===== src/rtl/snow64_long_div_u16_by_u8_arbiter_if.sv =====
// Requester-side command/response channels of the shared u16/u8 divider.
// The arbiter takes the slave side; the requesters (or a bench) take the master side.
interface snow64_long_div_u16_by_u8_arbiter_if #(
    parameter int NUM_REQ = 4
);
    logic [NUM_REQ-1:0]    req_valid;
    logic [NUM_REQ*16-1:0] req_a;
    logic [NUM_REQ*8-1:0]  req_b;
    logic [NUM_REQ-1:0]    req_ready;
    logic [NUM_REQ-1:0]    resp_valid;
    logic [15:0]           resp_data;
    logic [NUM_REQ-1:0]    resp_ready;

    modport master (
        output req_valid, req_a, req_b, resp_ready,
        input  req_ready, resp_valid, resp_data
    );

    modport slave (
        input  req_valid, req_a, req_b, resp_ready,
        output req_ready, resp_valid, resp_data
    );
endinterface


===== src/rtl/snow64_long_div_u16_by_u8_arbiter.sv =====
// Round-robin front end sharing one u16-by-u8 long divider among NUM_REQ
// requesters. One divide is in flight at a time: capture, start pulse,
// completion wait (with timeout), then a held response until accepted.
module snow64_long_div_u16_by_u8_arbiter #(
    parameter int NUM_REQ        = 4,
    parameter int TIMEOUT_CYCLES = 15
) (
    input  logic        clk,
    input  logic        rst_n,
    snow64_long_div_u16_by_u8_arbiter_if.slave bus,
    output logic        busy,
    output logic        timeout_err,
    output logic        div_start,
    output logic [15:0] div_a,
    output logic [7:0]  div_b,
    input  logic [15:0] div_data,
    input  logic        div_valid,
    input  logic        div_can_accept_cmd
);
    localparam int IDX_W = $clog2(NUM_REQ);
    localparam int TMR_W = $clog2(TIMEOUT_CYCLES + 1);

    typedef enum logic [1:0] {IDLE, ISSUE, WAIT, RESPOND} state_t;

    state_t             state;
    logic [IDX_W-1:0]   rr_ptr;
    logic [IDX_W-1:0]   grant;
    logic [TMR_W-1:0]   timer;

    logic [NUM_REQ-1:0][15:0] req_a_v;
    logic [NUM_REQ-1:0][7:0]  req_b_v;
    logic               pick_vld;
    logic [IDX_W-1:0]   pick_idx;
    logic [IDX_W-1:0]   cand;
    logic [NUM_REQ-1:0] pick_oh;
    logic [NUM_REQ-1:0] grant_oh;

    assign req_a_v  = bus.req_a;
    assign req_b_v  = bus.req_b;
    assign pick_oh  = NUM_REQ'(1) << pick_idx;
    assign grant_oh = NUM_REQ'(1) << grant;

    // First valid requester at or after rr_ptr; scanning offsets downward
    // lets the smallest offset win.
    always_comb begin
        pick_vld = 1'b0;
        pick_idx = '0;
        cand     = '0;
        for (int i = NUM_REQ - 1; i >= 0; i--) begin
            cand = IDX_W'((int'(rr_ptr) + i) % NUM_REQ);
            if (bus.req_valid[cand]) begin
                pick_vld = 1'b1;
                pick_idx = cand;
            end
        end
    end

    // Sequencer; every output is registered and follows the state transitions.
    always_ff @(posedge clk or negedge rst_n) begin
        if (!rst_n) begin
            state          <= IDLE;
            rr_ptr         <= '0;
            grant          <= '0;
            timer          <= '0;
            busy           <= 1'b0;
            timeout_err    <= 1'b0;
            div_start      <= 1'b0;
            div_a          <= '0;
            div_b          <= '0;
            bus.req_ready  <= '0;
            bus.resp_valid <= '0;
            bus.resp_data  <= '0;
        end else begin
            bus.req_ready <= '0;
            div_start     <= 1'b0;
            case (state)
                IDLE: begin
                    // Divider must report idle, which also covers a divider
                    // still finishing work from before a reset.
                    if (pick_vld && div_can_accept_cmd) begin
                        grant         <= pick_idx;
                        div_a         <= req_a_v[pick_idx];
                        div_b         <= req_b_v[pick_idx];
                        bus.req_ready <= pick_oh;
                        div_start     <= 1'b1;
                        busy          <= 1'b1;
                        state         <= ISSUE;
                    end
                end
                ISSUE: begin
                    timer <= '0;
                    state <= WAIT;
                end
                WAIT: begin
                    // timer==0 marks the first WAIT cycle, where div_valid is
                    // still the stale level from the previous divide.
                    if (timer != '0 && div_valid) begin
                        bus.resp_data  <= div_data;
                        bus.resp_valid <= grant_oh;
                        state          <= RESPOND;
                    end else if (timer >= TMR_W'(TIMEOUT_CYCLES - 1)) begin
                        timeout_err    <= 1'b1;
                        bus.resp_data  <= 16'hFFFF;
                        bus.resp_valid <= grant_oh;
                        state          <= RESPOND;
                    end else begin
                        timer <= timer + 1'b1;
                    end
                end
                RESPOND: begin
                    if (bus.resp_ready[grant]) begin
                        bus.resp_valid <= '0;
                        rr_ptr         <= (grant == IDX_W'(NUM_REQ - 1)) ? '0 : grant + 1'b1;
                        busy           <= 1'b0;
                        state          <= IDLE;
                    end
                end
                default: state <= IDLE;
            endcase
        end
    end
endmodule


===== src/flat_wrapper.sv =====
// flat-port wrapper written by rule: the top's interface ports become plain ports
module snow64_long_div_u16_by_u8_arbiter_flat 
#(
    parameter int NUM_REQ        = 4,
    parameter int TIMEOUT_CYCLES = 15
)
  (clk, rst_n, busy, timeout_err, div_start, div_a, div_b, div_data, div_valid, div_can_accept_cmd, bus_req_valid, bus_req_a, bus_req_b, bus_resp_ready, bus_req_ready, bus_resp_valid, bus_resp_data);
  snow64_long_div_u16_by_u8_arbiter_if #(.NUM_REQ(NUM_REQ)) bus_i ();
  input  logic clk;
  input  logic rst_n;
  output logic busy;
  output logic timeout_err;
  output logic div_start;
  output logic [15:0] div_a;
  output logic [7:0] div_b;
  input  logic [15:0] div_data;
  input  logic div_valid;
  input  logic div_can_accept_cmd;
  input wire logic [$bits(bus_i.req_valid)-1:0] bus_req_valid;
  input wire logic [$bits(bus_i.req_a)-1:0] bus_req_a;
  input wire logic [$bits(bus_i.req_b)-1:0] bus_req_b;
  input wire logic [$bits(bus_i.resp_ready)-1:0] bus_resp_ready;
  output wire logic [$bits(bus_i.req_ready)-1:0] bus_req_ready;
  output wire logic [$bits(bus_i.resp_valid)-1:0] bus_resp_valid;
  output wire logic [$bits(bus_i.resp_data)-1:0] bus_resp_data;
  assign bus_i.req_valid = bus_req_valid;
  assign bus_i.req_a = bus_req_a;
  assign bus_i.req_b = bus_req_b;
  assign bus_i.resp_ready = bus_resp_ready;
  assign bus_req_ready = bus_i.req_ready;
  assign bus_resp_valid = bus_i.resp_valid;
  assign bus_resp_data = bus_i.resp_data;
  snow64_long_div_u16_by_u8_arbiter #(.NUM_REQ(NUM_REQ), .TIMEOUT_CYCLES(TIMEOUT_CYCLES)) u_core (.clk(clk), .rst_n(rst_n), .bus(bus_i), .busy(busy), .timeout_err(timeout_err), .div_start(div_start), .div_a(div_a), .div_b(div_b), .div_data(div_data), .div_valid(div_valid), .div_can_accept_cmd(div_can_accept_cmd));
endmodule

===== config.mk =====
export PLATFORM = sky130hd
export DESIGN_NAME = snow64_long_div_u16_by_u8_arbiter_flat
export DESIGN_NICKNAME = d
export VERILOG_FILES = /design/src/rtl/snow64_long_div_u16_by_u8_arbiter_if.sv /design/src/rtl/snow64_long_div_u16_by_u8_arbiter.sv /design/src/flat_wrapper.sv
export SDC_FILE = /design/constraint.sdc
export NUM_CORES = 1
export LEC_CHECK = 0
export ABC_AREA = 1
export CAP_MARGIN = 20
export CORE_ASPECT_RATIO = 1.4
export CORE_UTILIZATION = 40
export CTS_CLUSTER_DIAMETER = 30
export DETAILED_ROUTE_END_ITERATION = 6
export GPL_TIMING_DRIVEN = 0
export PLACE_DENSITY = 0.77
export REMOVE_ABC_BUFFERS = 1
export SETUP_SLACK_MARGIN = 0.05
export SYNTH_ARGS = -nofsm -noshare
export SYNTH_HDL_FRONTEND = slang
export SYNTH_SLANG_ARGS = --single-unit

===== constraint.sdc =====
create_clock -name clk -period 5.4 [get_ports clk]
set_input_delay 1.08 -clock clk [delete_from_list [all_inputs] [get_ports clk]]
set_output_delay 1.08 -clock clk [all_outputs]
set_load 0.05 [all_outputs]

==> Word level (Yosys, flattened, before mapping) <==
Cells that the tools add are included.
W data, S select, Z words.
{ "totals": {"ff_bits": 61, "elab_cells": 96, "memories": 0, "mem_bits_rw": 0, "rom_bits": 0, "latch_bits": 0, "input_bits": 124} }
{ "classes": {"eq_ne": 9, "add_sub_neg": 5, "n_bitwise": 1, "magnitude_cmp": 7, "mul": 0, "reduce_logical": 16, "shifts": 2, "div": 0, "muxes": 44} }
{ "op_table": {"columns": ["op", "n"], "rows": [
  ["$mux W16", 3],
  ["$bmux W16 S2", 1],
  ["$mux W4", 7],
  ["$lt A2 B3 Y1 const B", 6],
  ["$mux W2", 9],
  ["$bmux W8 S2", 1],
  ["$pmux W4 S2", 2],
  ["$reduce_and A3 Y1", 5],
  ["$mux W1", 13],
  ["$bmux W1 S2", 5],
  ["$mux W8", 1],
  ["$pmux W2 S4", 1],
  ["$reduce_bool A2 Y1", 4],
  ["$shl A1 B2 Y4 const A", 2],
  ["$eq A2 B2 Y1 const B", 3],
  ["$reduce_and A2 Y1", 3],
  ["$add A2 B1 Y2 const B", 2],
  ["$add A2 B2 Y2 const B", 2],
  ["$add A4 B1 Y4 const B", 1],
  ["$ge A4 B4 Y1 const B", 1],
  ["$ne A2 B1 Y1 const B", 2],
  ["$ne A2 B2 Y1 const B", 2],
  ["$reduce_bool A4 Y1", 1],
  ["$ne A3 B1 Y1 const B", 1],
  ["other kinds (5)", 6]
]} }

==> Longest topological paths before layout <==
Gate-level depths: netlist of the first run.
{ "logic_depth": {"depth_word": 10, "mapped_depth": 18, "ltp_nobuf": 15} }

==> Least setup slack after synthesis of the first run <==
No wires, ideal clock.
{ "synth_timing": {"path_type": "input port to flip-flop", "startpoint": "in bus_req_valid[1]", "endpoint": "reg u_core.div_a[5]", "setup_slack_ns": 3.030, "path_buffers": 2, "arrival_ns": 2.252, "path_stages": 15, "path_cell_list": "inv_1 nand2_1 and2_1 nand2_1 nand2_2 inv_2 nand2_1 nand2_2 buf_4 buf_6 nand3_1 nand3_1 nand2_1 nand2_1 nand2_1"} }
{ "synth_via": {"elab_chain_cells": 8, "word_cells_on_any_way": 20} }
{ "synth_lines": {"columns": ["element", "line", "rtl"], "rows": [
  ["start: declaration", "flat_wrapper.sv:19", "input wire logic [$bits(bus_i.req_valid)-1:0] bus_req_valid;"],
  ["$bmux W1 S2", "snow64_long_div_u16_by_u8_arbiter.sv:51", "if (bus.req_valid[cand]) begin"],
  ["$mux W1 (implied by the code)", "snow64_long_div_u16_by_u8_arbiter.sv:51", null],
  ["$mux W2 / $mux W1 (equally long branches) (4 in a row)", "snow64_long_div_u16_by_u8_arbiter.sv:51", null],
  ["$bmux W16 S2 / $logic_and A1 B1 Y1 (equally long branches)", "snow64_long_div_u16_by_u8_arbiter.sv:82, snow64_long_div_u16_by_u8_arbiter.sv:80", null],
  ["$mux W16 (implied by the code) / $reduce_and A2 Y1 (equally long branches)", null, null],
  ["end signal: assignment", "snow64_long_div_u16_by_u8_arbiter.sv:82", "div_a <= req_a_v[pick_idx];"],
  ["end: declaration", "snow64_long_div_u16_by_u8_arbiter.sv:14", "output logic [15:0] div_a,"]
]} }
Parallel ways exist; a longest one is shown, timed or not. The select of a mux whose other input is x is not followed.
A chain may end at the register's enable or synchronous reset.

==> Worst setup path in the final report of the first run <==
{ "layout_timing": {"startpoint": "in bus_req_valid[3]", "endpoint": "reg u_core.div_b[3]"} }
{ "layout_via": {"elab_chain_cells": 8, "word_cells_on_any_way": 20} }
{ "layout_lines": {"columns": ["element", "line", "rtl"], "rows": [
  ["$bmux W1 S2", "snow64_long_div_u16_by_u8_arbiter.sv:51", null],
  ["$mux W1 (implied by the code)", "snow64_long_div_u16_by_u8_arbiter.sv:51", null],
  ["$mux W2 / $mux W1 (equally long branches) (4 in a row)", "snow64_long_div_u16_by_u8_arbiter.sv:51", null],
  ["$bmux W8 S2 / $logic_and A1 B1 Y1 (equally long branches)", "snow64_long_div_u16_by_u8_arbiter.sv:83, snow64_long_div_u16_by_u8_arbiter.sv:80", null],
  ["$mux W8 (implied by the code) / $reduce_and A2 Y1 (equally long branches)", null, null],
  ["end signal: assignment", "snow64_long_div_u16_by_u8_arbiter.sv:83", "div_b <= req_b_v[pick_idx];"],
  ["end: declaration", "snow64_long_div_u16_by_u8_arbiter.sv:15", "output logic [7:0] div_b,"]
]} }
Parallel ways exist; a longest one is shown, timed or not. The select of a mux whose other input is x is not followed.

==> results of run 1 <==
-- routing by layer --
layer / GRT usage (%) / up-vias / wire (um)
met5: 0 / - / 0
met4: 12.6 / 0 / 399
met3: 5.46 / 35 / 689
met2: 41.5 / 150 / 5640
met1: 22.9 / 1911 / 4080
li1: - / 2204 / -
-- flip-flops by register name, summed over array words and instances (netlist names), 4 cells and up --
signal and count:
u_core.bus.req_ready 4, u_core.bus.resp_data 16, u_core.bus.resp_valid 4, u_core.div_a 16
u_core.div_b 8, u_core.timer 4
-- worst max-delay path by stage --
| stage | endpoint | depth (start not counted) |
|---|---|---|
| after floorplan | u_core.timer[2] | 8 |
| after detailed placement | u_core.div_b[3] | 15 |
| after global routing | u_core.div_b[3] | 15 |
| final | u_core.div_b[3] | 15 |
| after CTS | u_core.div_b[3] | 15 |
| after global placement | u_core.timer[2] | 9 |
-- critical path: stages --
cell and delay (ns):
clkdlybuf4s50_1 0.41, inv_1 0.06, nand2_1 0.06, and2_1 0.20
nand2_2 0.10, nand2_2 0.10, inv_2 0.07, nand2_1 0.06
nand2_2 0.64, nand2_2 0.73, nand2_1 0.22, nand3_1 0.12
nand2_1 0.10, nand2_1 0.05, nand2_1 0.08
-- power by group through the flow --
| stage | Sequential [mW] | Combinational [mW] | Clock [mW] |
|---|---|---|---|
| 6_report | 0.779 | 2.58 | 0.501 |
| 5_1_grt | 0.806 | 2.87 | 0.533 |
| 4_1_cts | 0.781 | 2.60 | 0.511 |
| 3_5_place_dp | 0.784 | 2.59 | 0 |
| 3_3_place_gp | 0.773 | 2.52 | 0 |
| 2_1_floorplan | 1.35 | 1.22 | 0 |
-- through the flow --
step / cells / setup slack (ns)
final: 913 / 1.50
after CTS: 913 / 1.50
after global placement: 896 / 1.28
after global routing: 913 / 1.17
after detailed placement: 898 / 1.16
after floorplan: 590 / 2.27
-- layout make-up --
type | instances | area [um2]
clock buffer | 13 | 250
clock inverter | 2 | 10.0
fill | 842 | 3560
inverter | 123 | 464
multi-input combinational | 406 | 1870
sequential | 61 | 1530
tap | 132 | 165
timing repair buffer | 176 | 1770
-- logic make-up (layout without fill, tap and decap cells) --
kind of cell / after synthesis / after routing / synth area share [%]
buffers and inverters: 151 / 314 / 15.6
AND/OR/NAND/NOR: 357 / 357 / 37.7
flip-flops: 61 / 61 / 37.9
adder cells (fa/ha/maj): 11 / 11 / 3.42
AO/OA/AOI/OAI: 38 / 38 / 5.32
-- cell usage in the layout, fill, tap and decap left out, drive strengths merged, types with 2 or more instances in the layout --
master / Yosys / layout
clkinv: 1 / 3
a21oi: 4 / 4
clkdlybuf4s50: 0 / 173
nor3: 2 / 2
buf: 21 / 3
clkbuf: 7 / 13
inv: 122 / 122
nand2: 212 / 212
nor2: 29 / 29
dfrtp: 61 / 61
o21ai: 30 / 30
ha: 11 / 11
and2: 2 / 2
nand3: 111 / 111
==> run_results.csv, run 1 <==
group,metric,value,unit
sta,whs,0.473,ns
floorplan,die_y,121,um
status,status,"complete, no violations",
worst_setup_path,r2r_start,"u_core.rr_ptr[0]",
worst_setup_path,required,5.65,ns
synthesis,syn_inst,618,
job,cap_violations,0,
sta,finalClockSkew,0.00502,ns
synthesis,synth-edff-count,0,
worst_setup_path,crit_fanout,50,
synthesis,yosysSeqAreaShare,37.9,%
clocking,tritoncts,"yes",
cells_and_area,n_antenna_cell,0,
clocking,cts_setup_buffers,0,
route,ant_nets,0,
power_and_ir_drop,power.switching,2.04,mW
cells_and_area,drive_gt1_share,4.10,%
global_route,groute.usage.overall,22.6,%
placed_design,placed_area,0.00580,mm2
sta,finalSetupTns,0,ns
power_and_ir_drop,seq_power_share,20.2,%
global_route,first_global_vias,4362,
synthesis,yosysMostFrequentCell,"nand2_1",
clocking,clock_latency,0.32,ns
worst_setup_path,r2r_slack,2.11,ns
route,remaining_drc_errors,0,
placed_design,dp_hpwl,8110,um
power_and_ir_drop,combPwrFrac,66.9,%
floorplan,rows,42,
clocking,clock-root-buffer,"clkbuf_16",
clocking,clockBufferDepth,2,
placed_design,place_congestion,0.804,
synthesis,yosys_warnings,0,
worst_setup_path,endpoint_kind,"flip-flop",
sta,hold_viol,0,
global_route,grt_max_degree,51,
sta,setup_violations,0,
cells_and_area,nNetsFinal,912,
power_and_ir_drop,ir_drop,0.000306,V
worst_setup_path,critPathLaunch,"bus_req_valid[3]",
route,wl,10800,um
sta,rsz0062_at_grt,"false",
worst_setup_path,ff2ff_path_depth,13,
floorplan,core,0.00962,mm2
power_and_ir_drop,power_density,638,mW/mm2
worst_hold_path,hold_depth,2,
route,route.vias.total,4300,
cells_and_area,design_area,0.00606,mm2
sta,maxSlewHeadroom,39.8,%
clocking,cts_num_sinks,61,
sta,finalCritPeriodShare,72.2,%
synthesis,yosys.area.top_type,"dfrtp_1",
synthesis,synth_ff_type,"dfrtp_1",
route,drtPass1Iterations,4,
route,vias_per_cell,4.71,
clocking,cts-hold-fix-buffers,0,
synthesis,async_reset_ff_share,100,%
worst_setup_path,r2r_end,"u_core.div_b[3]",
power_and_ir_drop,total_power,3.86,mW
route,wl_per_cell,11.8,um
global_route,grt_pass1_wl,18800,um
worst_setup_path,path_class,"in2reg",
clocking,h-tree-depth,3,
clocking,clkTransAtPathRegs,0.05,ns
route,drt-initial-drc-count,208,
synthesis,ys_seq_elements,61,
sta,worst_slew_pin_slew,0.900,ns
sta,fmax,257,MHz
synthesis,synth_commonest_cells,"205 x nand2_1, 118 x inv_1, 110 x nand3_1",
power_and_ir_drop,p_clk_share,13.0,%
worst_setup_path,cp-start-kind,"input port",
worst_hold_path,min_to,"u_core.div_a[0]",
synthesis,synth_cell_types,27,
floorplan,chipWidth,86.8,um
floorplan,io_pins,175,
worst_hold_path,min_from,"u_core.div_a[0]",
power_and_ir_drop,p_int,1.82,mW
synthesis,synth.top_cell.area_share,37.9,%
synthesis,yosys-top-cells-area,"dfrtp_1 38%, nand2_1 19%, nand3_1 14%",
cells_and_area,finish.utilization,63.0,%
placed_design,port_buffers,174,
cells_and_area,area.growth.synth_to_final,50.6,%
floorplan,start_util,41.8,%
global_route,grt_overflow,0,
sta,maxSlewViolCount,0,
clocking,cts_resized,0,
power_and_ir_drop,leakagePower,3.23,nW
worst_setup_path,crit_arrival,4.15,ns
global_route,antenna_found_initial,0,
clocking,numCtsBuffers,9,
synthesis,syn_area,0.00402,mm2
sta,final.min_clock_period,3.90,ns
worst_hold_path,hold_path.class,"reg2reg",
power_and_ir_drop,p_sw_share,52.9,%
synthesis,syn_avg_cell_area,6.51,um2
floorplan,die_area,0.0105,mm2
Note: power is estimated with default switching activity, not from simulation.
==> run 2, diff against run 1 <==
clock period = 4 ns   (was 5.4 ns; I/O delays follow)
==> run_results.csv, run 2 (synthesized netlist as in run 1, its figures left out) <==
group,metric,value,unit
global_route,grt_overflow,0,
route,vias_per_cell,4.70,
cells_and_area,nNetsFinal,912,
sta,fmax,300,MHz
placed_design,dp.cells,898,
clocking,cts_num_sinks,61,
placed_design,dp_hpwl,8110,um
clocking,h-tree-depth,3,
worst_setup_path,endpoint_kind,"flip-flop",
floorplan,chipWidth,86.8,um
placed_design,port_buffers,174,
sta,worst_slew_pin_slew,0.914,ns
cells_and_area,fillers,842,
worst_setup_path,cp-start-kind,"input port",
floorplan,io_pins,175,
cells_and_area,final_cell_mix,"205 x nand2_1, 173 x clkdlybuf4s50_1, 118 x inv_1, 110 x nand3_1, 61 x dfrtp_1",
clocking,tritoncts,"yes",
global_route,grt_pass1_wl,18800,um
clocking,numCtsBuffers,9,
worst_hold_path,hold_path.class,"in2async",
route,drt-initial-drc-count,218,
sta,finalSetupTns,0,ns
sta,finalCritPeriodShare,83.3,%
global_route,antenna_found_initial,0,
clocking,clock-root-buffer,"clkbuf_16",
worst_setup_path,required,4.20,ns
route,drtPass1Iterations,4,
route,ant_nets,0,
worst_setup_path,crit_arrival,3.53,ns
floorplan,die_area,0.0105,mm2
floorplan,rows,42,
worst_setup_path,path_class,"in2reg",
floorplan,start_util,41.8,%
cells_and_area,layout_commonest_cell,"nand2_1",
power_and_ir_drop,power_density,860,mW/mm2
global_route,first_global_vias,4362,
route,route.vias.total,4291,
cells_and_area,drive_gt1_share,4.10,%
route,wl_per_cell,11.9,um
clocking,clock_latency,0.32,ns
route,remaining_drc_errors,0,
cells_and_area,n_antenna_cell,0,
cells_and_area,layoutNonFillerInstCount,913,
floorplan,core,0.00962,mm2
sta,maxSlewViolCount,0,
clocking,clockBufferDepth,2,
clocking,clkTransAtPathRegs,0.05,ns
job,cap_violations,0,
power_and_ir_drop,leakagePower,3.24,nW
route,wl,10800,um
sta,maxSlewHeadroom,38.9,%
sta,rsz0062_at_grt,"false",
power_and_ir_drop,ir_drop,0.000411,V
cells_and_area,area.growth.synth_to_final,50.7,%
sta,finalClockSkew,0.00471,ns
global_route,groute.usage.overall,22.6,%
cells_and_area,top_regs,"u_core.bus.resp_data (16), u_core.div_a (16), u_core.div_b (8)",
floorplan,die_y,121,um
sta,setup_violations,0,
global_route,grt_max_degree,51,
clocking,cts-hold-fix-buffers,0,
status,status,"complete, no violations",
placed_design,place_congestion,0.804,
worst_setup_path,crit_fanout,50,
sta,hold_viol,0,
sta,final.min_clock_period,3.33,ns
## run 2: cell count changes in the layout (fill, tap and decap cells not counted)
cell,delta
nand2_2,-1
nand2_4,+1
## run 2: worst paths after layout
kind,slack (ns),to,startpoint,cells past startpoint
min in group clk,0.47,u_core.div_a[0],u_core.div_a[0],2
hold / removal,0.44,u_core.rr_ptr[1],rst_n,1
max in group asynchronous,2.98,u_core.bus.resp_data[8],rst_n,2
setup / recovery,0.67,u_core.div_b[3],bus_req_valid[3],15
hold reg to reg,0.47,u_core.div_a[0],u_core.div_a[0],2
setup reg to reg,0.94,u_core.grant[0],u_core.rr_ptr[0],11
## run 2: metal layers
metal  global-route usage (%)  vias to the layer above  part of all wire (%)
met3                     5.46                       34                   6.4
met2                     41.5                      148                    53
met5                        0                        -                     0
met1                     22.9                     1907                    37
li1                         -                     2202                     -
met4                     12.6                        0                   3.5
## run 2: critical path: stages
cell and delay [ns]:
clkdlybuf4s50_1 0.47, inv_1 0.04, nand2_1 0.06, and2_1 0.18
nand2_2 0.09, nand2_2 0.13, inv_2 0.05, nand2_1 0.07
nand2_2 0.48, nand2_4 0.66, nand2_1 0.10, nand3_1 0.12
nand2_1 0.07, nand2_1 0.06, nand2_1 0.07
## run 2: stage by stage
step | total power [mW] | worst slack [ns] | hold WS (ns) | area, um2 | utilization [%]
after global routing | 5.69 | 0.326 | 0.478 | 6060 | 63.1
after global placement | 4.45 | 0.158 | 0.453 | 5770 | 60.0
after floorplan | 3.46 | 1.15 | 0.503 | 3860 | -
after CTS | 5.26 | 0.378 | 0.454 | 6060 | 63.0
after detailed placement | 4.56 | 0.0446 | 0.465 | 5800 | 60.3
final | 5.22 | 0.668 | 0.441 | 6060 | 63.1
## run 2: area by class of cell
type,instances,area (um2),area share (%)
repair buffers,176,1770,29.2
inverters,123,464,7.65
clock inverters,2,10.0,0.165
clock buffers,13,250,4.13
well taps,132,165,2.72
flip-flops and latches,61,1530,25.2
multi-input cells,406,1880,30.9
## run 2: power breakdown
group | total, mW | switching [mW] | internal (mW)
Sequential | 1.05 | 0.165 | 0.887
Clock | 0.675 | 0.246 | 0.430
Combinational | 3.49 | 2.35 | 1.14
## run 2: what timing repair did
| action | in CTS | in global routing |
|---|---|---|
| buffers inserted | 0 | 0 |
| endpoints found under the setup margin | 0 | 1 |
| gates resized for setup | 0 | 1 |
==> run 3, diff against run 2 <==
clock period = 3.4 ns   (was 4 ns; I/O delays follow)
==> run_results.csv, run 3 (synthesized netlist as in run 1, its figures left out) <==
group,metric,value,unit
worst_setup_path,path_class,"in2reg",
route,vias_per_cell,4.72,
cells_and_area,nNetsFinal,912,
clocking,clkTransAtPathRegs,0.05,ns
global_route,grt_pass1_wl,18800,um
worst_setup_path,path_delay_family,"simple AND/OR/NAND/NOR gates",
cells_and_area,drive_gt1_share,4.23,%
power_and_ir_drop,p_sw_share,53.1,%
clocking,h-tree-depth,3,
route,met1_length,4000,um
global_route,grt_overflow,0,
floorplan,chipWidth,86.8,um
cells_and_area,area.growth.synth_to_final,51.2,%
cells_and_area,multi_input_area,0.00189,mm2
placed_design,place_congestion,0.804,
sta,worst_slew_pin_slew,0.968,ns
worst_setup_path,ff2ff_path_depth,14,
worst_setup_path,r2r_start,"u_core.rr_ptr[0]",
clocking,tritoncts,"yes",
status,status,"complete, no violations",
route,ant_nets,0,
sta,finalSetupTns,0,ns
sta,setup_violations,0,
clocking,numCtsBuffers,9,
sta,whs,0.321,ns
worst_setup_path,slowest_delay,0.53,ns
clocking,cts_num_sinks,61,
floorplan,io_pins,175,
floorplan,die_area,0.0105,mm2
clocking,clockBufferDepth,2,
floorplan,rows,42,
worst_setup_path,path_cells,"clkdlybuf4s50_1 > inv_1 > nand2_1 > and2_1 > nand2_2 > nand2_2 > inv_2 > nand2_1 > nand2_2 > nand2_8 > nand2_1 > nand3_1 > nand2_1 > nand2_1 > nand2_1",
power_and_ir_drop,combPwrFrac,67.0,%
cells_and_area,top_regs,"u_core.bus.resp_data (16), u_core.div_a (16), u_core.div_b (8)",
sta,maxSlewHeadroom,35.3,%
power_and_ir_drop,seq_power_share,20.1,%
route,wl_met3,704,um
global_route,antenna_found_initial,0,
worst_setup_path,cp-start-kind,"input port",
route,drtPass1Iterations,5,
job,cap_violations,0,
route,route.vias.total,4308,
placed_design,port_buffers,174,
power_and_ir_drop,p_clk_share,12.9,%
cells_and_area,fillers,840,
placed_design,dp_hpwl,8110,um
sta,finalClockSkew,0.00557,ns
worst_setup_path,cpMaxStageDelayCell,"nand2_8",
global_route,groute.usage.overall,22.6,%
cells_and_area,finish.utilization,63.2,%
route,wl_per_cell,11.8,um
route,wl,10800,um
power_and_ir_drop,power.switching,3.27,mW
floorplan,core,0.00962,mm2
global_route,grt_max_degree,51,
clocking,clock_latency,0.32,ns
worst_setup_path,required,3.60,ns
sta,hold_viol,0,
floorplan,start_util,41.8,%
worst_setup_path,crit_fanout,50,
clocking,cts_setup_buffers,0,
sta,maxSlewViolCount,0,
power_and_ir_drop,leakagePower,3.24,nW
global_route,first_global_vias,4363,
route,drt-initial-drc-count,207,
cells_and_area,layout_commonest_cell,"nand2_1",
sta,rsz0062_at_grt,"false",
floorplan,die_y,121,um
worst_setup_path,r2r_end,"u_core.div_b[3]",
worst_setup_path,endpoint_kind,"flip-flop",
worst_setup_path,r2r_slack,0.54,ns
route,maxUsedRoutingLayer,"met4",
power_and_ir_drop,power_density,1010,mW/mm2
worst_setup_path,path_buf_inv,3,
power_and_ir_drop,p_int,2.89,mW
sta,finalCritPeriodShare,90.4,%
clocking,clock-root-buffer,"clkbuf_16",
cells_and_area,seqCellArea,0.00153,mm2
sta,fmax,325,MHz
worst_hold_path,hold_path.class,"in2async",
cells_and_area,n_antenna_cell,0,
cells_and_area,final_cell_mix,"205 x nand2_1, 173 x clkdlybuf4s50_1, 118 x inv_1, 110 x nand3_1, 61 x dfrtp_1",
sta,final.min_clock_period,3.07,ns
route,remaining_drc_errors,0,
power_and_ir_drop,ir_drop,0.000375,V
worst_setup_path,cpMostUsedCell,"nand2_1",
worst_setup_path,crit_arrival,3.27,ns
route,wl_met2,5720,um
## run 3: changes by cell type in the layout (fill, tap and decap cells not counted)
cell	previous run	this run
clkinvlp_4	0	1
nand2_2	6	5
clkinv_1	1	0
nand2_8	0	1
## run 3: per-layer routing
metal	track usage, %	vias up
met5	0	-
met4	12.6	0
met3	5.46	35
met2	41.5	152
met1	22.9	1916
li1	-	2205
## run 3: area by class of cell
class | instances | area share, %
Multi-Input combinational cell | 406 | 31.1
Timing Repair Buffer | 176 | 29.1
Sequential cell | 61 | 25.1
Inverter | 123 | 7.69
Clock buffer | 13 | 4.11
Tap cell | 132 | 2.72
Clock inverter | 2 | 0.165
## run 3: stage by stage
stage | worst slack (ns) | cell area (um2) | power [mW] | instances
floorplan | 0.658 | 3860 | 4.07 | 590
global placement | -0.322 | 5770 | 5.23 | 896
detailed placement | -0.435 | 5800 | 5.36 | 898
CTS | 0.130 | 6060 | 6.18 | 913
global route | 0.0578 | 6080 | 6.71 | 913
finish | 0.325 | 6080 | 6.16 | 913
## run 3: repair_timing
action / 4_1_cts / 5_1_grt
endpoints found under the setup margin: 27 / 29
gates resized for setup: 1 / 3
hold endpoints to repair: 0 / 0
hold buffers: 0 / 0
pin swaps: 0 / 0
## run 3: worst max-delay path by stage
stage / from / to / slack [ns] / depth (start not counted)
floorplan: u_core.timer[0] / u_core.timer[2] / 0.66 / 11
global placement: div_valid / u_core.timer[2] / -0.32 / 9
detailed placement: bus_req_valid[3] / u_core.div_b[3] / -0.44 / 15
CTS: bus_req_valid[2] / u_core.grant[0] / 0.13 / 11
global route: bus_req_valid[0] / u_core.div_a[4] / 0.06 / 15
finish: bus_req_valid[3] / u_core.div_b[3] / 0.33 / 15
## run 3: power by group through the flow
stage	registers (mW)	logic [mW]	clock network (mW)
final	1.24	4.13	0.797
after CTS	1.24	4.13	0.812
after floorplan	2.14	1.94	0
after global placement	1.23	4.00	0
after detailed placement	1.25	4.12	0
after global routing	1.28	4.59	0.846
